`src/rtl/reg32_avalon_arbiter_if.sv`:
```
// Avalon-MM register bus bundle: one address/data/strobe set plus read return and stall.
// Latency: none, wiring only.
// Backpressure: waitrequest from the slave-side agent stalls the requesting agent.
interface reg32_avalon_arbiter_if #(
    parameter int ADDR_W = 3,
    parameter int DATA_W = 32
);
    logic                  chipselect;
    logic                  write;
    logic                  read;
    logic [ADDR_W-1:0]     address;
    logic [DATA_W/8-1:0]   byteenable;
    logic [DATA_W-1:0]     writedata;
    logic [DATA_W-1:0]     readdata;
    logic                  waitrequest;

    // Agent that issues transfers (arbiter towards the register block).
    modport master (
        output chipselect,
        output write,
        output read,
        output address,
        output byteenable,
        output writedata,
        input  readdata
    );

    // Agent that accepts transfers (arbiter towards each requester).
    modport slave (
        input  write,
        input  read,
        input  address,
        input  byteenable,
        input  writedata,
        output readdata,
        output waitrequest
    );
endinterface

```
`src/rtl/reg32_avalon_arbiter.sv`:
```
// Round-robin arbiter sharing one Avalon-MM register slave between two masters.
// Latency: strobe 1 cycle after the request is seen; done 2 (write) or 2+READ_LATENCY (read).
// Backpressure: waitrequest held high on both masters except the single DONE cycle of the grantee.
module reg32_avalon_arbiter #(
    parameter int ADDR_W       = 3,
    parameter int DATA_W       = 32,
    parameter int READ_LATENCY = 0
) (
    input  logic                   clock,
    input  logic                   resetn,
    reg32_avalon_arbiter_if.slave  m0,
    reg32_avalon_arbiter_if.slave  m1,
    reg32_avalon_arbiter_if.master s
);
    localparam int BE_W = DATA_W / 8;
    // Counter value in the final wait cycle; only meaningful when READ_LATENCY > 0.
    localparam logic [2:0] LAST_CNT = 3'((READ_LATENCY > 0) ? (READ_LATENCY - 1) : 0);

    typedef enum logic [1:0] {
        IDLE  = 2'd0,
        ISSUE = 2'd1,
        RWAIT = 2'd2,
        DONE  = 2'd3
    } state_t;

    state_t              state;
    state_t              state_nxt;

    logic                last_grant;
    logic                grant;
    logic                op_write;
    logic [2:0]          cnt;
    logic [DATA_W-1:0]   rdata;

    logic                cs_q;
    logic                wr_q;
    logic                rd_q;
    logic [ADDR_W-1:0]   addr_q;
    logic [BE_W-1:0]     be_q;
    logic [DATA_W-1:0]   wdata_q;

    logic                m0_wait_q;
    logic                m1_wait_q;

    logic                m0_req;
    logic                m1_req;
    logic                any_req;
    logic                pick_m1;
    logic                sel_write;
    logic [ADDR_W-1:0]   sel_addr;
    logic [BE_W-1:0]     sel_be;
    logic [DATA_W-1:0]   sel_wdata;
    logic                accept;
    logic                capture;

    // Pick the winning master and mux its request fields; write wins over read.
    always_comb begin
        m0_req  = m0.write | m0.read;
        m1_req  = m1.write | m1.read;
        any_req = m0_req | m1_req;
        pick_m1 = 1'b0;
        if (m0_req && m1_req) begin
            pick_m1 = ~last_grant;
        end else begin
            pick_m1 = m1_req;
        end
        sel_write = pick_m1 ? m1.write      : m0.write;
        sel_addr  = pick_m1 ? m1.address    : m0.address;
        sel_be    = pick_m1 ? m1.byteenable : m0.byteenable;
        sel_wdata = pick_m1 ? m1.writedata  : m0.writedata;
        accept    = (state == IDLE) && any_req;
    end

    // Next-state decode and the read-data capture strobe.
    always_comb begin
        state_nxt = state;
        capture   = 1'b0;
        case (state)
            IDLE: begin
                if (any_req) begin
                    state_nxt = ISSUE;
                end
            end
            ISSUE: begin
                if (op_write) begin
                    state_nxt = DONE;
                end else if (READ_LATENCY == 0) begin
                    capture   = 1'b1;
                    state_nxt = DONE;
                end else begin
                    state_nxt = RWAIT;
                end
            end
            RWAIT: begin
                if (cnt == LAST_CNT) begin
                    capture   = 1'b1;
                    state_nxt = DONE;
                end
            end
            DONE: begin
                state_nxt = IDLE;
            end
            default: begin
                state_nxt = IDLE;
            end
        endcase
    end

    // State register.
    always_ff @(posedge clock or negedge resetn) begin
        if (!resetn) begin
            state <= IDLE;
        end else begin
            state <= state_nxt;
        end
    end

    // Slave-side strobes and fields: loaded on grant so they are live only during ISSUE.
    always_ff @(posedge clock or negedge resetn) begin
        if (!resetn) begin
            cs_q    <= 1'b0;
            wr_q    <= 1'b0;
            rd_q    <= 1'b0;
            addr_q  <= '0;
            be_q    <= '0;
            wdata_q <= '0;
        end else if (accept) begin
            cs_q    <= 1'b1;
            wr_q    <= sel_write;
            rd_q    <= ~sel_write;
            addr_q  <= sel_addr;
            be_q    <= sel_be;
            wdata_q <= sel_wdata;
        end else begin
            cs_q    <= 1'b0;
            wr_q    <= 1'b0;
            rd_q    <= 1'b0;
            addr_q  <= '0;
            be_q    <= '0;
            wdata_q <= '0;
        end
    end

    // Grant bookkeeping: remember the grantee and its operation, rotate priority on completion.
    always_ff @(posedge clock or negedge resetn) begin
        if (!resetn) begin
            grant      <= 1'b0;
            op_write   <= 1'b0;
            last_grant <= 1'b1;
        end else begin
            if (accept) begin
                grant    <= pick_m1;
                op_write <= sel_write;
            end
            if (state == DONE) begin
                last_grant <= grant;
            end
        end
    end

    // Read-latency counter: cleared in ISSUE, counts through RWAIT.
    always_ff @(posedge clock or negedge resetn) begin
        if (!resetn) begin
            cnt <= 3'd0;
        end else if (state == ISSUE) begin
            cnt <= 3'd0;
        end else if (state == RWAIT) begin
            cnt <= cnt + 3'd1;
        end
    end

    // Read-data holding register shared by both masters.
    always_ff @(posedge clock or negedge resetn) begin
        if (!resetn) begin
            rdata <= '0;
        end else if (capture) begin
            rdata <= s.readdata;
        end
    end

    // Registered waitrequests: only the grantee drops, and only for the DONE cycle.
    always_ff @(posedge clock or negedge resetn) begin
        if (!resetn) begin
            m0_wait_q <= 1'b1;
            m1_wait_q <= 1'b1;
        end else begin
            m0_wait_q <= !((state_nxt == DONE) && !grant);
            m1_wait_q <= !((state_nxt == DONE) && grant);
        end
    end

    assign s.chipselect   = cs_q;
    assign s.write        = wr_q;
    assign s.read         = rd_q;
    assign s.address      = addr_q;
    assign s.byteenable   = be_q;
    assign s.writedata    = wdata_q;

    assign m0.waitrequest = m0_wait_q;
    assign m1.waitrequest = m1_wait_q;
    assign m0.readdata    = rdata;
    assign m1.readdata    = rdata;
endmodule

```
`src/flat_wrapper.sv`:
```
// flat-port wrapper written by rule: the top's interface ports become plain ports
module reg32_avalon_arbiter_flat 
#(
    parameter int ADDR_W       = 3,
    parameter int DATA_W       = 32,
    parameter int READ_LATENCY = 0
)
  (clock, resetn, m0_write, m0_read, m0_address, m0_byteenable, m0_writedata, m0_readdata, m0_waitrequest, m1_write, m1_read, m1_address, m1_byteenable, m1_writedata, m1_readdata, m1_waitrequest, s_chipselect, s_write, s_read, s_address, s_byteenable, s_writedata, s_readdata);
  reg32_avalon_arbiter_if #(.ADDR_W(ADDR_W), .DATA_W(DATA_W)) m0_i ();
  reg32_avalon_arbiter_if #(.ADDR_W(ADDR_W), .DATA_W(DATA_W)) m1_i ();
  reg32_avalon_arbiter_if #(.ADDR_W(ADDR_W), .DATA_W(DATA_W)) s_i ();
  input  logic clock;
  input  logic resetn;
  input wire logic [$bits(m0_i.write)-1:0] m0_write;
  input wire logic [$bits(m0_i.read)-1:0] m0_read;
  input wire logic [$bits(m0_i.address)-1:0] m0_address;
  input wire logic [$bits(m0_i.byteenable)-1:0] m0_byteenable;
  input wire logic [$bits(m0_i.writedata)-1:0] m0_writedata;
  output wire logic [$bits(m0_i.readdata)-1:0] m0_readdata;
  output wire logic [$bits(m0_i.waitrequest)-1:0] m0_waitrequest;
  input wire logic [$bits(m1_i.write)-1:0] m1_write;
  input wire logic [$bits(m1_i.read)-1:0] m1_read;
  input wire logic [$bits(m1_i.address)-1:0] m1_address;
  input wire logic [$bits(m1_i.byteenable)-1:0] m1_byteenable;
  input wire logic [$bits(m1_i.writedata)-1:0] m1_writedata;
  output wire logic [$bits(m1_i.readdata)-1:0] m1_readdata;
  output wire logic [$bits(m1_i.waitrequest)-1:0] m1_waitrequest;
  output wire logic [$bits(s_i.chipselect)-1:0] s_chipselect;
  output wire logic [$bits(s_i.write)-1:0] s_write;
  output wire logic [$bits(s_i.read)-1:0] s_read;
  output wire logic [$bits(s_i.address)-1:0] s_address;
  output wire logic [$bits(s_i.byteenable)-1:0] s_byteenable;
  output wire logic [$bits(s_i.writedata)-1:0] s_writedata;
  input wire logic [$bits(s_i.readdata)-1:0] s_readdata;
  assign m0_i.write = m0_write;
  assign m0_i.read = m0_read;
  assign m0_i.address = m0_address;
  assign m0_i.byteenable = m0_byteenable;
  assign m0_i.writedata = m0_writedata;
  assign m0_readdata = m0_i.readdata;
  assign m0_waitrequest = m0_i.waitrequest;
  assign m1_i.write = m1_write;
  assign m1_i.read = m1_read;
  assign m1_i.address = m1_address;
  assign m1_i.byteenable = m1_byteenable;
  assign m1_i.writedata = m1_writedata;
  assign m1_readdata = m1_i.readdata;
  assign m1_waitrequest = m1_i.waitrequest;
  assign s_chipselect = s_i.chipselect;
  assign s_write = s_i.write;
  assign s_read = s_i.read;
  assign s_address = s_i.address;
  assign s_byteenable = s_i.byteenable;
  assign s_writedata = s_i.writedata;
  assign s_i.readdata = s_readdata;
  reg32_avalon_arbiter #(.ADDR_W(ADDR_W), .DATA_W(DATA_W), .READ_LATENCY(READ_LATENCY)) u_core (.clock(clock), .resetn(resetn), .m0(m0_i), .m1(m1_i), .s(s_i));
endmodule
```
`config.mk`:
```
export PLATFORM = sky130hd
export DESIGN_NAME = reg32_avalon_arbiter_flat
export DESIGN_NICKNAME = d
export VERILOG_FILES = /design/src/rtl/reg32_avalon_arbiter_if.sv /design/src/rtl/reg32_avalon_arbiter.sv /design/src/flat_wrapper.sv
export SDC_FILE = /design/constraint.sdc
export NUM_CORES = 1
export LEC_CHECK = 0
export CORE_UTILIZATION = 39
export CTS_CLUSTER_DIAMETER = 100
export DETAILED_ROUTE_END_ITERATION = 10
export PLACE_DENSITY = 0.82
export SLEW_MARGIN = 15
export SYNTH_ARGS = -nofsm -noshare
export SYNTH_HDL_FRONTEND = slang
export SYNTH_SLANG_ARGS = --single-unit
```
`constraint.sdc`:
```
create_clock -name clock -period 2.35 [get_ports clock]
set_clock_uncertainty 0.15 [all_clocks]
set_input_delay 0.3525 -clock clock [delete_from_list [all_inputs] [get_ports clock]]
set_output_delay 0.3525 -clock clock [all_outputs]
set_load 0.01 [all_outputs]
```
### After elaboration in Yosys (flattened, before gate mapping)

Cells that the tools add are included.

| storage, ports and cells | value |
|---|---|
| bits of input ports | 116 |
| bits in registers | 84 |
| word-level logic and storage cells | 53 |
| output and inout port bits | 108 |

| cells by class | value |
|---|---|
| $add $sub $neg | 1 |
| reduce and logical (&&, ||, !) cells | 10 |
| mux-type cells | 19 |
| equal/unequal tests | 4 |
| bitwise gates (word level) | 5 |

Operators by type and width:

| operator | count |
|---|---|
| 32-bit 2-to-1 mux | 2 |
| 3-bit 2-to-1 mux | 4 |
| 4-bit 2-to-1 mux | 2 |
| 2-bit case mux with 4 select lines | 1 |
| 1-bit 2-to-1 mux | 7 |
| 2-bit == test (second input constant) | 3 |
| 1-bit logical AND | 4 |
| 2-bit 2-to-1 mux | 2 |
| 3-bit by 1-bit adder with 3-bit output (second input constant) | 1 |
| 1-bit logical NOT | 3 |
| 3-bit logical NOT | 1 |
| 1-bit OR | 3 |
| 2-bit by 1-bit == test with 1-bit output (second input constant) | 1 |
| 2-bit logical NOT | 1 |
| 1-bit NOT | 2 |
| 1-bit case mux with 2 select lines | 1 |
| 2-bit nonzero test | 1 |

### Depth between registers and ports, before layout

Gate-level depths: netlist of the first run.

| logic depth | value |
|---|---|
| depth after elaboration | 7 |
| mapped depth | 6 |
| mapped depth without buffers | 5 |

### Worst setup path before layout of the first run

No wires, ideal clock.

| path | value |
|---|---|
| kind | reg2reg |
| start point | register u_core.state[0] |
| end point | register u_core.rdata[0], in the netlist u_core.m0.readdata[0] |
| required time | 2.075 ns |
| slack | 0.445 ns |
| setup time | 0.125 ns |
| period minus slack after synthesis | 1.905 ns |
| stages on the path, launching flop included | 7 |
| arrival | 1.630 ns |
| buffers on the path | 2 |
| cells stage by stage | dfrtp_1 inv_1 ha_1 buf_2 a21bo_2 buf_6 mux2_4 |

| on the way | value |
|---|---|
| cells in the longest elaborated chain, start to end | 2 |
| elaborated cells between the ends (all ways) | 3 |
| classes of those cells | 2 x eq/ne; 1 x mux |

RTL lines:

| item | line | text |
|---|---|---|
| start, declared | reg32_avalon_arbiter.sv:26 | `state_t state;` |
| start signal, assigned | reg32_avalon_arbiter.sv:114 | `state <= state_nxt;` |
| 2-bit == test or 2-bit by 1-bit == test with 1-bit output (tied branches) | reg32_avalon_arbiter.sv:78 | `case (state)` |
| 1-bit case mux with 2 select lines (*) | reg32_avalon_arbiter.sv:78 |  |
| end signal, assigned | reg32_avalon_arbiter.sv:177 | `rdata <= s.readdata;` |
| end, declared | reg32_avalon_arbiter.sv:33 | `logic [DATA_W-1:0] rdata;` |

Every way passes the cells marked *; elsewhere a longest branch is shown, timed or not.
A chain may end at the register's enable or synchronous reset.

### Worst setup path in the final report of the first run

| path | value |
|---|---|
| start point | input port m1_write |
| end point | register u_core.wdata_q[5], in the netlist u_core.s.writedata[5] |

| on the way | value |
|---|---|
| cells in the longest elaborated chain, start to end | 5 |
| elaborated cells between the ends (all ways) | 7 |
| classes of those cells | 3 x mux; 2 x bitwise; 2 x reduce/logical |

RTL lines:

| item | line | text |
|---|---|---|
| start, declared | flat_wrapper.sv:21 | `input wire logic [$bits(m1_i.write)-1:0] m1_write;` |
| 1-bit OR (*) | reg32_avalon_arbiter.sv:59 | `m1_req = m1.write \| m1.read;` |
| 1-bit logical AND | reg32_avalon_arbiter.sv:62 | `if (m0_req && m1_req) begin` |
| 1-bit 2-to-1 mux | reg32_avalon_arbiter.sv:62 |  |
| 32-bit 2-to-1 mux | reg32_avalon_arbiter.sv:70 | `sel_wdata = pick_m1 ? m1.writedata : m0.writedata;` |
| 32-bit 2-to-1 mux (*) | reg32_avalon_arbiter.sv:127 | `end else if (accept) begin` |
| end signal, assigned | reg32_avalon_arbiter.sv:133 | `wdata_q <= sel_wdata;` |
| end, declared | reg32_avalon_arbiter.sv:40 | `logic [DATA_W-1:0] wdata_q;` |

Marks and branches as above.

==> out/results.ini, run 1 <==
[outcome]
outcome = completed

[timing]
fmax_mhz = 520
finalHoldViolations = 0
min_period_over_period = 0.819
finalWorstSetupSlack_ns = 0.426
setup_viol = 0
relSlewSlack = 0.466
rsz0062_at_grt = false
fin_hold_ws_ns = 0.345
setup_tns_ns = 0
finalMaxSlewViolations = 0
tightest_slew_ns = 0.801
min_period_ns = 1.92

[detailed_routing]
viasPerCell = 4.93
initialDrtViolationCount = 124
vias = 3277
dr.pass1.iters = 4
drc = 0
wire_per_inst_um = 17.2
ant_nets = 0
wl_mm = 11.4

[floorplan]
row_count = 36
ios = 224
die_x_um = 102
fp.dieH_um = 102
initial_core_util = 0.403
die-area_um2 = 10500
design.core.area_um2 = 9770

[synth]
ys.flop_type = dfrtp_1
ys_top_cells_by_area = dfrtp_1 51%, mux2_4 11%, buf_4 6.9%
ys_ff_latch = 84
synth_top_area_cell = dfrtp_1
synth_cells = 339
async_flop_share = 1.00
syn-cell-area_um2 = 3940
ys_seq_area_frac = 0.535
synth_edf_count = 0
synthesis.nets = 462
synth.top_cell.area_share = 0.515
synth.distinct_cells = 32
yosysWarnings = 0
syn_area_per_cell_um2 = 11.6

[critical_path]
critPathKind = in -> reg
worst-path-max-fanout = 39
worstPathCellList = clkdlybuf4s50_1 > or2_2 > nand3_1 > a21oi_1
crit_path_end_kind = register
critPathLaunchType = primary input
critical_path.max_stage_delay_ns = 0.70
critPathSlowestCell = or2_2
arrival_ns = 2.04
required_ns = 2.46

[global_route]
grt_pass1_vias = 3427
grt_pass1_wl_mm = 17.4
grt-ovfl-total = 0
grt_max_degree = 46
track_usage = 0.222
antenna_found_initial = 0

[cts]
clock_path_buffers = 2
post_cts_buffers = 0
cts.root.buffer_cell = clkbuf_8
cts_tree = yes
h-tree-depth = 3
insertion_delay_ns = 0.34
clk_pin_slew_ns = 0.08
cts_buffers = 9
numClockSinks = 84

[final_layout]
final_common_cell = clkdlybuf4s50_1
stdcell_count = 665
area_growth_pct = 59.2
fin_area_um2 = 6270
final_nets = 650
fill_cells = 792
drive_gt1_frac = 0.130
final_cell_mix = 222 x clkdlybuf4s50_1, 81 x dfrtp_1, 43 x o21ai_0
diodes = 0

[power]
p_leak_nw = 2.70
powerDensity_nw_per_um2 = 1220
ir_worst_vdd_v = 0.000722

[placed_design]
place_area_um2 = 6040
placed_cells = 648
io_buffers = 223
post-place-ws_ns = 0.0786
gp_congestion = 0.821
hpwlAfterDp_mm = 8.56

[hold_path]
hold_class = reg -> reg

[job]
maxCapViolCount = 0

layer usage:
layer	share of wire	global-route usage
met1	0.36	0.241
met2	0.53	0.401
met3	0.098	0.0746
met4	0.013	0.0791
met5	0	0
area by class of cell:
class	instances	area (um2)	area share
multi-input cells	192	1400	0.223
clock buffers	12	145	0.0232
clock inverters	4	75.1	0.0120
repair buffers	234	2350	0.375
flip-flops and latches	84	2110	0.336
inverters	6	22.5	0.00359
well taps	133	166	0.0266
worst max-delay path: cells and delay by family:
family          cells  cell delay (ns)
compound gates      1             0.16
simple gates        2             0.86
buf+inv             1             0.63
through the flow:
stage / utilization / total power [mW]
final: 0.641 / 7.66
after global routing: 0.641 / 8.15
after CTS: 0.641 / 7.74
after detailed placement: 0.618 / 6.56
after global placement: 0.618 / 6.42
after floorplan: - / 4.83
path summary, 6_finish.rpt:
kind | start | to | slack [ns] | cells after the start
worst max-delay path | m1_write | u_core.s.writedata[5] | 0.43 | 4
worst max register to register | u_core.state[1] | u_core.m0.readdata[3] | 0.43 | 6
min in group asynchronous | resetn | u_core.m0.readdata[10] | 0.40 | 2
worst min register to register | u_core.grant | u_core.m1.waitrequest | 0.35 | 1
max in group asynchronous | resetn | u_core.s.writedata[14] | 1.01 | 3
worst min-delay path | u_core.grant | u_core.m1.waitrequest | 0.35 | 1
where the power goes:
part           internal, mW  switching, mW
registers              2.03          0.354
clock network         0.630          0.511
logic                  2.45           1.68
total                  5.11           2.55
sequential cells by signal (all words and copies together), names as in the netlist, 2 cells and up:
name	flops
u_core.state	2
u_core.s.address	3
u_core.m0.readdata	32
u_core.s.writedata	32
u_core.s.byteenable	4
u_core.cnt	3
Yosys cell counts, drive strengths merged, types with 2 or more instances:
cell / count
o21ai: 44
nor2: 3
nand3: 40
mux2: 33
dfstp: 3
nand2b: 2
clkbuf: 5
inv: 6
ha: 7
nand2: 7
dfrtp: 81
nand3b: 4
buf: 52
a211oi: 2
a21oi: 41
repair_timing:
action / CTS / global route
hold endpoints to repair: 41 / 0
setup endpoints to repair: 0 / 0
hold buffers: 1 / 0
resized for setup: 0 / 0
cells by family (layout without fill, tap and decap cells):
logic type / after synthesis / count (layout) / synth area share
compound gates: 93 / 93 / 0.132
fa+ha+maj: 7 / 7 / 0.0222
buf+inv: 63 / 256 / 0.112
flops: 84 / 84 / 0.535
mux: 33 / 33 / 0.123
simple gates: 59 / 59 / 0.0760
(Power assumes the default switching activity.)
==> run 2, diff against run 1 <==
- clock period: 2.35 -> 1.9 ns (I/O delays scaled with it)
==> run 2 against run 1 <==
Critical endpoint is now u_core.m0.readdata[4]; largest cell class unchanged; power rose by 25%; count of clock-buffer cells in the layout rose by 3; sequential share of layout area fell by 0.59 points; critical path depth rose by 2; first-iteration DRC count fell by 39%; cell count rose by 1.8%; via count rose by 3.3%; global-route usage rose by 0.18 points; clock power rose by 8%; sequential power rose by 24%; routed wire length rose by 3.6%; die area did not move.
==> out/results.ini, run 2 (synthesis gave the netlist of run 1 again) <==
[critical_path]
critPathSlowestCell = dfrtp_1
startpoint = u_core.state[0]
path_delay_family = flip-flops
worst-r2r-setup-slack_ns = 0.04  ; -0.38 ns
crit_path_end_kind = register
critPathLaunchType = register
required_ns = 1.98  ; -0.48 ns
arrival_ns = 1.94  ; -0.10 ns
critical_path.max_stage_delay_ns = 0.41  ; -0.29 ns
worstPathCellList = inv_2 > ha_2 > nand3b_1 > a21bo_4 > clkbuf_16 > mux2_4
critPathKind = reg -> reg
crit_buf_inv = 2  ; +1
worst-path-max-fanout = 16  ; -59%
reg2reg_from = u_core.state[0]

[floorplan]
ios = 224  ; unchanged
row_count = 36  ; unchanged
die-area_um2 = 10500  ; unchanged
fp.dieH_um = 102  ; unchanged
design.core.area_um2 = 9770  ; unchanged
die_x_um = 102  ; unchanged
initial_core_util = 0.403  ; unchanged

[placed_design]
io_buffers = 223  ; unchanged
place_area_um2 = 6140  ; +1.7%
gp_congestion = 0.790  ; -3.7%
hpwlAfterDp_mm = 8.81  ; +3.0%

[global_route]
grt_pass1_vias = 3418  ; -0.26%
grt_pass1_wl_mm = 17.5  ; +0.16%
grt_max_degree = 41  ; -11%
grt-ovfl-total = 0  ; unchanged
track_usage = 0.224  ; +0.00181
antenna_found_initial = 0  ; unchanged

[detailed_routing]
ant_nets = 0  ; unchanged
initialDrtViolationCount = 76  ; -39%
wire_per_inst_um = 17.5  ; +1.8%
wl_mm = 11.8  ; +3.6%
viasPerCell = 5.00  ; +1.5%
drc = 0  ; unchanged
vias = 3385  ; +3.3%
dr.pass1.iters = 6  ; +2

[cts]
cts_buffers = 9  ; unchanged
cts_tree = yes
insertion_delay_ns = 0.34  ; about the same
clock_path_buffers = 2  ; unchanged
clk_pin_slew_ns = 0.08  ; about the same
cts.root.buffer_cell = clkbuf_8
numClockSinks = 84  ; unchanged
h-tree-depth = 3  ; unchanged

[timing]
setup_tns_ns = 0  ; unchanged
fin_hold_ws_ns = 0.287  ; -0.0577 ns
finalHoldViolations = 0  ; unchanged
rsz0062_at_grt = false
finalMaxSlewViolations = 0  ; unchanged
setup_viol = 0  ; unchanged
min_period_over_period = 0.976
relSlewSlack = 0.718  ; +0.252
min_period_ns = 1.86
fmax_mhz = 539
tightest_slew_ns = 0.423  ; -0.377 ns

[power]
power_mw = 9.56  ; +25%
p_leak_nw = 2.76  ; +2.6%
powerDensity_nw_per_um2 = 1500  ; +23%
ir_worst_vdd_v = 0.000692  ; -4.2%

[final_layout]
fin_area_um2 = 6380  ; +1.8%
area_growth_pct = 62.1
drive_gt1_frac = 0.153  ; +0.0229
final_nets = 662  ; +1.8%
diodes = 0  ; unchanged
final_common_cell = clkdlybuf4s50_1
final_cell_mix = 222 x clkdlybuf4s50_1, 81 x dfrtp_1, 43 x o21ai_0
fill_cells = 791  ; -0.13%

[hold_path]
hold_class = in -> async

[outcome]
outcome = completed

[job]
maxCapViolCount = 0  ; unchanged

[run 2: changes by cell type in the layout (fill, tap and decap cells not counted), moves of 2 or more]
cell / previous run / this run
clkbuf_8: 10 / 13
clkinvlp_4: 2 / 0
bufinv_16: 2 / 0
buf_12: 3 / 5
buf_4: 8 / 17
[run 2: per-layer routing]
metal  global-route usage  wire (um)  up-vias
met5                    0          0        -
met1                0.237       4350     1663
met3               0.0732       1020       16
li1                     -          -     1548
met2                0.410       6270      158
met4               0.0857        180        0
[run 2: layout make-up]
class | instances | area (um2) | area share
Timing Repair Buffer | 246 | 2480 | 0.389
Sequential cell | 84 | 2110 | 0.330
Multi-Input combinational cell | 192 | 1410 | 0.221
Clock buffer | 15 | 186 | 0.0292
Tap cell | 133 | 166 | 0.0261
Inverter | 6 | 22.5 | 0.00353
Clock inverter | 1 | 5.00 | 0.000784
[run 2: worst paths after layout]
check                                    endpoint  cells after the start
max                         u_core.m0.readdata[4]                      6
min                         u_core.m0.readdata[7]                      2
max reg2reg                 u_core.m0.readdata[4]                      6
min reg2reg                         u_core.cnt[2]                      1
max in group asynchronous   u_core.m1.waitrequest                      3
min in group clock         u_core.s.writedata[11]                      3
[run 2: power by group]
group / total, mW / switching [mW] / internal, mW
registers: 2.95 / 0.444 / 2.51
clock network: 1.23 / 0.612 / 0.619
logic: 5.37 / 2.18 / 3.20
total: 9.56 / 3.24 / 6.32
[run 2: what timing repair did]
action,CTS,global route
pin swaps,0,1
cloned,0,1
buffers inserted,0,1
hold buffers,1,0
gates resized for setup,1,2
endpoints found under the setup margin,2,8
endpoints found under the hold margin,26,0
[run 2: worst register-to-register path, stage by stage (launching register included)]
cell       delay [ns]
dfrtp_1          0.41
inv_2            0.10
ha_2             0.18
nand3b_1         0.12
a21bo_4          0.27
clkbuf_16        0.21
mux2_4           0.31
[run 2: metrics by stage]
| stage | worst slack [ns] | util | std cells |
|---|---|---|---|
| 2_1_floorplan | -0.00545 | - | 339 |
| 3_3_place_gp | 0.00492 | 0.628 | 658 |
| 3_5_place_dp | -0.0856 | 0.628 | 658 |
| 4_1_cts | 0.0126 | 0.648 | 675 |
| 5_1_grt | 0.00196 | 0.653 | 677 |
| 6_report | 0.0448 | 0.653 | 677 |
